### src/rtl/kick_sample_recorder.sv
// Kick sample recorder: arms on request, waits for a sample above threshold,
// then streams consecutive valid samples into the sample RAM from address 0.
module kick_sample_recorder #(
    parameter int unsigned MAXCOUNT  = 43840,
    parameter logic [15:0] THRESHOLD = 16'd1024
) (
    input  logic        clk,
    input  logic        rst,
    input  logic        rec,
    input  logic        stop,
    input  logic        sample_valid,
    input  logic [15:0] sample_in,
    output logic        wr_en,
    output logic [15:0] wr_addr,
    output logic [15:0] wr_data,
    output logic [15:0] length,
    output logic        busy,
    output logic        done
);

    localparam logic [15:0] LastAddr = 16'(MAXCOUNT - 1);

    typedef enum logic [1:0] {StIdle, StArm, StRecord, StDone} state_e;

    state_e      state_q, state_d;
    logic [15:0] addr_q, addr_d;
    logic        wr_en_q, wr_en_d;
    logic [15:0] wr_addr_q, wr_addr_d;
    logic [15:0] wr_data_q, wr_data_d;
    logic [15:0] length_q, length_d;
    logic        busy_q, busy_d;
    logic        done_q, done_d;

    // 17-bit magnitude so that -32768 maps to 32768 without overflow
    logic [16:0] magnitude;
    logic        qualifies;

    always_comb begin
        if (sample_in[15]) begin
            magnitude = ~{1'b1, sample_in} + 17'd1;
        end else begin
            magnitude = {1'b0, sample_in};
        end
        qualifies = (magnitude >= {1'b0, THRESHOLD});
    end

    always_comb begin
        state_d   = state_q;
        addr_d    = addr_q;
        wr_en_d   = 1'b0;
        wr_addr_d = wr_addr_q;
        wr_data_d = wr_data_q;
        length_d  = length_q;
        done_d    = 1'b0;

        case (state_q)
            StIdle: begin
                if (rec) begin
                    addr_d  = 16'd0;
                    state_d = StArm;
                end
            end
            StArm: begin
                // stop takes priority over a qualifying sample
                if (stop) begin
                    state_d = StDone;
                end else if (sample_valid && qualifies) begin
                    wr_en_d   = 1'b1;
                    wr_addr_d = 16'd0;
                    wr_data_d = sample_in;
                    addr_d    = 16'd1;
                    state_d   = StRecord;
                end
            end
            StRecord: begin
                if (sample_valid) begin
                    wr_en_d   = 1'b1;
                    wr_addr_d = addr_q;
                    wr_data_d = sample_in;
                    addr_d    = addr_q + 16'd1;
                    if (addr_q == LastAddr || stop) begin
                        state_d = StDone;
                    end
                end else if (stop) begin
                    state_d = StDone;
                end
            end
            StDone: begin
                length_d = addr_q;
                done_d   = 1'b1;
                state_d  = StIdle;
            end
            default: state_d = StIdle;
        endcase

        busy_d = (state_d == StArm) || (state_d == StRecord);
    end

    always_ff @(posedge clk or posedge rst) begin
        if (rst) begin
            state_q   <= StIdle;
            addr_q    <= 16'd0;
            wr_en_q   <= 1'b0;
            wr_addr_q <= 16'd0;
            wr_data_q <= 16'd0;
            length_q  <= 16'd0;
            busy_q    <= 1'b0;
            done_q    <= 1'b0;
        end else begin
            state_q   <= state_d;
            addr_q    <= addr_d;
            wr_en_q   <= wr_en_d;
            wr_addr_q <= wr_addr_d;
            wr_data_q <= wr_data_d;
            length_q  <= length_d;
            busy_q    <= busy_d;
            done_q    <= done_d;
        end
    end

    assign wr_en   = wr_en_q;
    assign wr_addr = wr_addr_q;
    assign wr_data = wr_data_q;
    assign length  = length_q;
    assign busy    = busy_q;
    assign done    = done_q;

endmodule

### config.mk
export PLATFORM = sky130hd
export DESIGN_NAME = kick_sample_recorder
export DESIGN_NICKNAME = d
export VERILOG_FILES = /design/src/rtl/kick_sample_recorder.sv
export SDC_FILE = /design/constraint.sdc
export NUM_CORES = 1
export LEC_CHECK = 0
export ABC_AREA = 0
export BUFFER_PORTS_ARGS = -buffer_cell sky130_fd_sc_hd__buf_4
export CAP_MARGIN = 0
export CORE_MARGIN = 2
export CORE_UTILIZATION = 55
export DETAILED_ROUTE_END_ITERATION = 16
export GPL_ROUTABILITY_DRIVEN = 0
export MAX_ROUTING_LAYER = met4
export PLACE_DENSITY_LB_ADDON = 0.2
export SLEW_MARGIN = 20
export SYNTH_ARGS = -nofsm -noshare
export SYNTH_HDL_FRONTEND = slang
export SYNTH_SLANG_ARGS = --single-unit
### constraint.sdc
create_clock -name clk -period 5.3 [get_ports clk]
set_input_delay 0.795 -clock clk [delete_from_list [all_inputs] [get_ports clk]]
set_output_delay 0.795 -clock clk [all_outputs]
set_load 0.05 [all_outputs]
* Word level (Yosys, flattened, before mapping) *
Cells that the tools add are included.

cells by class
  equality and inequality tests = 10
  bitwise gates (word level) = 1
  reductions and logical operators = 8
  order comparisons = 1
  add/subtract/negate cells = 2
  mux-type cells = 26

operator list
  operator                                                number
  2-to-1 mux 16 bit                                       10
  one-hot mux 16 bit (2 select lines)                     2
  one-hot mux 16 bit (3 select lines)                     1
  adder 17 x 1 -> 17 bit (second input constant)          1
  >= comparator 17 x 11 -> 1 bit (second input constant)  1
  2-to-1 mux 17 bit                                       1
  inverter 17 bit                                         1
  adder 16 x 1 -> 16 bit (second input constant)          1
  == test 16 bit (second input constant)                  1
  2-to-1 mux 2 bit                                        6
  inequality test 2 bit (second input constant)           4
  one-hot mux 2 bit (4 select lines)                      1
  == test 2 bit (second input constant)                   3
  AND reduction 5 bit                                     1
  == test 2 x 1 -> 1 bit (second input constant)          2
  2-to-1 mux 1 bit                                        4
  AND reduction 4 bit                                     1
  nonzero test 3 bit                                      1
  logical NOT 2 bit                                       1
  logical OR 1 bit                                        2
  one-hot mux 1 bit (2 select lines)                      1
  nonzero test 2 bit                                      1
  logical AND 1 bit                                       1

word-level totals
  register bits after elaboration = 69
  output and inout port bits = 51
  word-level logic and storage cells = 56

* Logic depth before layout (Yosys ltp) *
  depth in word-level cells = 10
  gate-level depth with buffers = 10
  depth with buffers taken out = 8

* Worst setup path before layout *
Ideal clock, no wire load.

  path type = input to register
  start point = in sample_in[2]
  end point = reg wr_data_q[10] (netlist: wr_data[10])
  setup slack = 2.244 ns
  buffers on the path = 2
  cell stages on the path = 8
  arrival = 2.931 ns
  path through = nor4_1 a21oi_1 or3b_1 and3_1 buf_6 o32a_4 buf_6 mux2_4

on the way
  word-level cells in the longest chain between the ends = 7

RTL lines
  item                               line  source
  from (decl)                        12    input logic [15:0] sample_in,
  inverter 17 bit                    40    magnitude = ~{1'b1, sample_in} + 17'd1;
  adder 17 x 1 -> 17 bit             40
  2-to-1 mux 17 bit *                39    if (sample_in[15]) begin
  >= comparator 17 x 11 -> 1 bit *   44    qualifies = (magnitude >= {1'b0, THRESHOLD});
  logical AND 1 bit *                67    end else if (sample_valid && qualifies) begin
  inequality test 2 bit (no line) *  --
  AND reduction 4 bit (no line) *    --
  to (signal assigned)               114   wr_data_q <= wr_data_d;
  to (decl)                          29    logic [15:0] wr_data_q, wr_data_d;

Mark *: on every way between the ends. The rest lies on a longest branch, timed or not.
A chain may end at the register's enable or synchronous reset.

* Final worst setup path *
  start point = in sample_in[2]
  end point = reg wr_data_q[2] (netlist: wr_data[2])

on the way
  word-level cells in the longest chain between the ends = 7

RTL lines
  item                             line
  inverter 17 bit                  40
  adder 17 x 1 -> 17 bit           40
  2-to-1 mux 17 bit                39
  >= comparator 17 x 11 -> 1 bit   44
  logical AND 1 bit                67
  inequality test 2 bit (no line)  --
  AND reduction 4 bit (no line)    --

Several ways; a longest one is shown, not always the timed one. The select of a mux whose other input is x is not followed.

==> impl_metrics.toml <==
[final_layout]
utilization_pct = 69.5
num_antenna_cells = 0
drive_gt1_share_pct = 34.4
layout.nets = 399
mostFrequentLayoutCells = "buf_4 (75), dfrtp_1 (69), a22o_1 (29)"
finalNonFillerCells = 450
synthToLayoutAreaGrowth_pct = 22.0
final_common_cell = "buf_4"

[run]
cap_violations = 0

[clock_tree]
cts_sinks = 69
cts_resized = 0
htreeDepth = 3
ctsHoldBuffers = 0
numCtsBuffers = 9
cts_setup_buffers = 0
cts_tree = "built"
max-clock-path-buffers = 2
clockRootBuffer = "clkbuf_8"
worstSkewPairLatency_ps = 340
clk_pin_slew_worst_paths_ps = 70

[logic_synthesis]
synth.area.top_cells = "dfrtp_1 (51%), a22o_1 (7.5%), mux2_2 (6.3%), mux2_4 (6.2%), ha_1 (3.0%)"
synth-edff-count = 0
synthCells = 298
synth.avg_cell_area_sq_um = 11.4
yosys_warnings = 0
synth-seq-cells = 69
async_reset_ff_share_pct = 100
synth_top_cell_by_area = "dfrtp_1"
yosysSeqAreaShare_pct = 50.9
syn_nets = 327
synth_top_cell_area_share_pct = 50.9
syn_area_sq_mm = 0.00339
yosys.cell_types.count = 42
ys.flop_type = "dfrtp_1"

[die]
die_area_sq_mm = 0.00681
die_x_um = 82.5
die_h_um = 82.5
rows = 28
core_region_area_sq_mm = 0.00596
start_util_pct = 57.0
ioPinCount = 72

[critical_path]
critPathLaunchType = "input port"
worstSetupEndpointType = "flip-flop"
crit_fanout = 32
cp.arrival_ps = 3400
worstSetupStartpoint = "sample_in[2]"
r2r_start = "state_q[1]$_DFF_PP0_"
critPathKind = "input port to flip-flop"
required_ps = 5530

[worst_hold_path]
hp-class = "flip-flop to flip-flop"
hold_path_startpoint = "wr_addr[5]$_DFFE_PP0P_"

[timing]
period_minus_slack_ps = 3180
maxSlewHeadroom_pct = 42.6
finalCritPeriodShare_pct = 60.0
fin_hold_ws_ps = 506
final_hold_viol_count = 0
fin_skew_ps = 2.57
worst_slew_pin_slew_ps = 861
rsz0062_at_grt = "false"
final_max_slew_viol_count = 0
setup_violations = 0
finalWorstSetupSlack_ps = 2120
fmax_mhz = 315
finalSetupTns_ps = 0

[routing]
drt_iter0_markers = 241
dr_wl_met3_um = 413
drcViolationCount = 0
drt-vias-per-instance = 5.87
vias = 2640
drt_wl_total_mm = 7.62
post_drt_wl_per_cell_um = 16.9
wl_met2_mm = 3.64
drt-met1-wl_mm = 3.48
dr.max_layer_used = "met4"
ant_nets = 0
dr.pass1.iters = 4

[global_routing]
grt_pass1_vias = 2554
grt_usage_pct = 25.6
grt_pass1_wl_mm = 12.6
grt_start_max_net_pins = 70
grt_overflow = 0
antenna_found_initial = 0

[pwr]
clock_power_share_pct = 17.2
power_frac_comb_pct = 50.6
power.leakage_uw = 0.00207
p_sw_uw = 964
p_seq_share_pct = 32.1
peakVddDrop_mv = 0.397
p_int_uw = 1210
p_sw_share_pct = 44.4
cellPowerDensity_mw_per_mm2 = 525

[outcome]
status = "completed"

[place]
hpwl_mm = 5.19
port_buffers = 71
place_ws_ps = 1750
numPlacedInstances = 434
-- worst max-delay path, cell delays in order --
cell	delay, ps
buf_4	110
nor4_1	670
a21oi_1	140
or3b_1	410
and3_1	280
o32a_4	600
mux2_4	380
-- Yosys cell counts, types with 2 or more instances --
| master | count |
|---|---|
| dfrtp_1 | 69 |
| a22o_1 | 29 |
| nand2_1 | 23 |
| mux2_2 | 19 |
| o21ai_0 | 18 |
| mux2_4 | 14 |
| nor2_1 | 12 |
| inv_1 | 9 |
| a21oi_1 | 8 |
| clkbuf_1 | 8 |
| ha_1 | 8 |
| nor3_1 | 8 |
| o22ai_1 | 8 |
| nand3_1 | 7 |
| nor2b_1 | 6 |
| and3_1 | 5 |
| nor4_1 | 5 |
| o211ai_1 | 5 |
| or3_1 | 4 |
| buf_2 | 3 |
| buf_6 | 3 |
| or2_2 | 3 |
| a211o_1 | 2 |
| a31oi_1 | 2 |
| nand4_1 | 2 |
| o21a_1 | 2 |
-- sequential cells by signal, summed over array words and instances, names as in the netlist --
register / cells
addr_q: 16
length: 16
wr_addr: 16
wr_data: 16
state_q: 2
busy: 1
done: 1
wr_en: 1
-- power by group through the flow --
stage	logic (uW)	clock network, uW	registers (uW)
floorplan	531	0	983
global placement	1070	0	702
detailed placement	1090	0	708
CTS	1100	383	699
global route	1180	410	711
finish	1100	374	698
-- worst paths after layout --
kind	cells past startpoint	endpoint	slack [ps]
worst min register to register	1	wr_addr[5]$_DFFE_PP0P_	510
worst max-delay path	7	wr_data[2]$_DFFE_PP0P_	2120
min in group asynchronous	3	wr_data[8]$_DFFE_PP0P_	710
worst min-delay path	1	wr_addr[5]$_DFFE_PP0P_	510
worst max register to register	9	addr_q[12]$_DFFE_PP0P_	2540
max in group asynchronous	3	wr_data[15]$_DFFE_PP0P_	4040
-- per-layer routing --
metal | vias to the layer above | track usage [%]
met1 | 1292 | 33.7
li1 | 1260 | -
met5 | - | -
met2 | 79 | 39.7
met3 | 9 | 4.46
met4 | 0 | 10.0
-- stage by stage --
step | total power, uW | instance area, sq um
global route | 2310 | 4140
CTS | 2180 | 4140
floorplan | 1510 | 3390
finish | 2170 | 4140
global placement | 1770 | 3970
detailed placement | 1800 | 3970
-- kinds of logic after synthesis --
family                   synth area share [%]
multiplexers                             12.5
buffers and inverters                    3.32
AND/OR/NAND/NOR                          12.6
adder cells (fa/ha/maj)                  2.95
AO/OA/AOI/OAI                            17.7
flip-flops                               50.9
-- area by class of cell --
cell class / count / area (sq um)
fill: 477 / 1820
sequential: 69 / 1730
multi-input combinational: 206 / 1550
timing repair buffer: 75 / 563
clock buffer: 12 / 145
tap: 75 / 93.8
inverter: 9 / 33.8
clock inverter: 4 / 23.8
(Power assumes the default switching activity.)
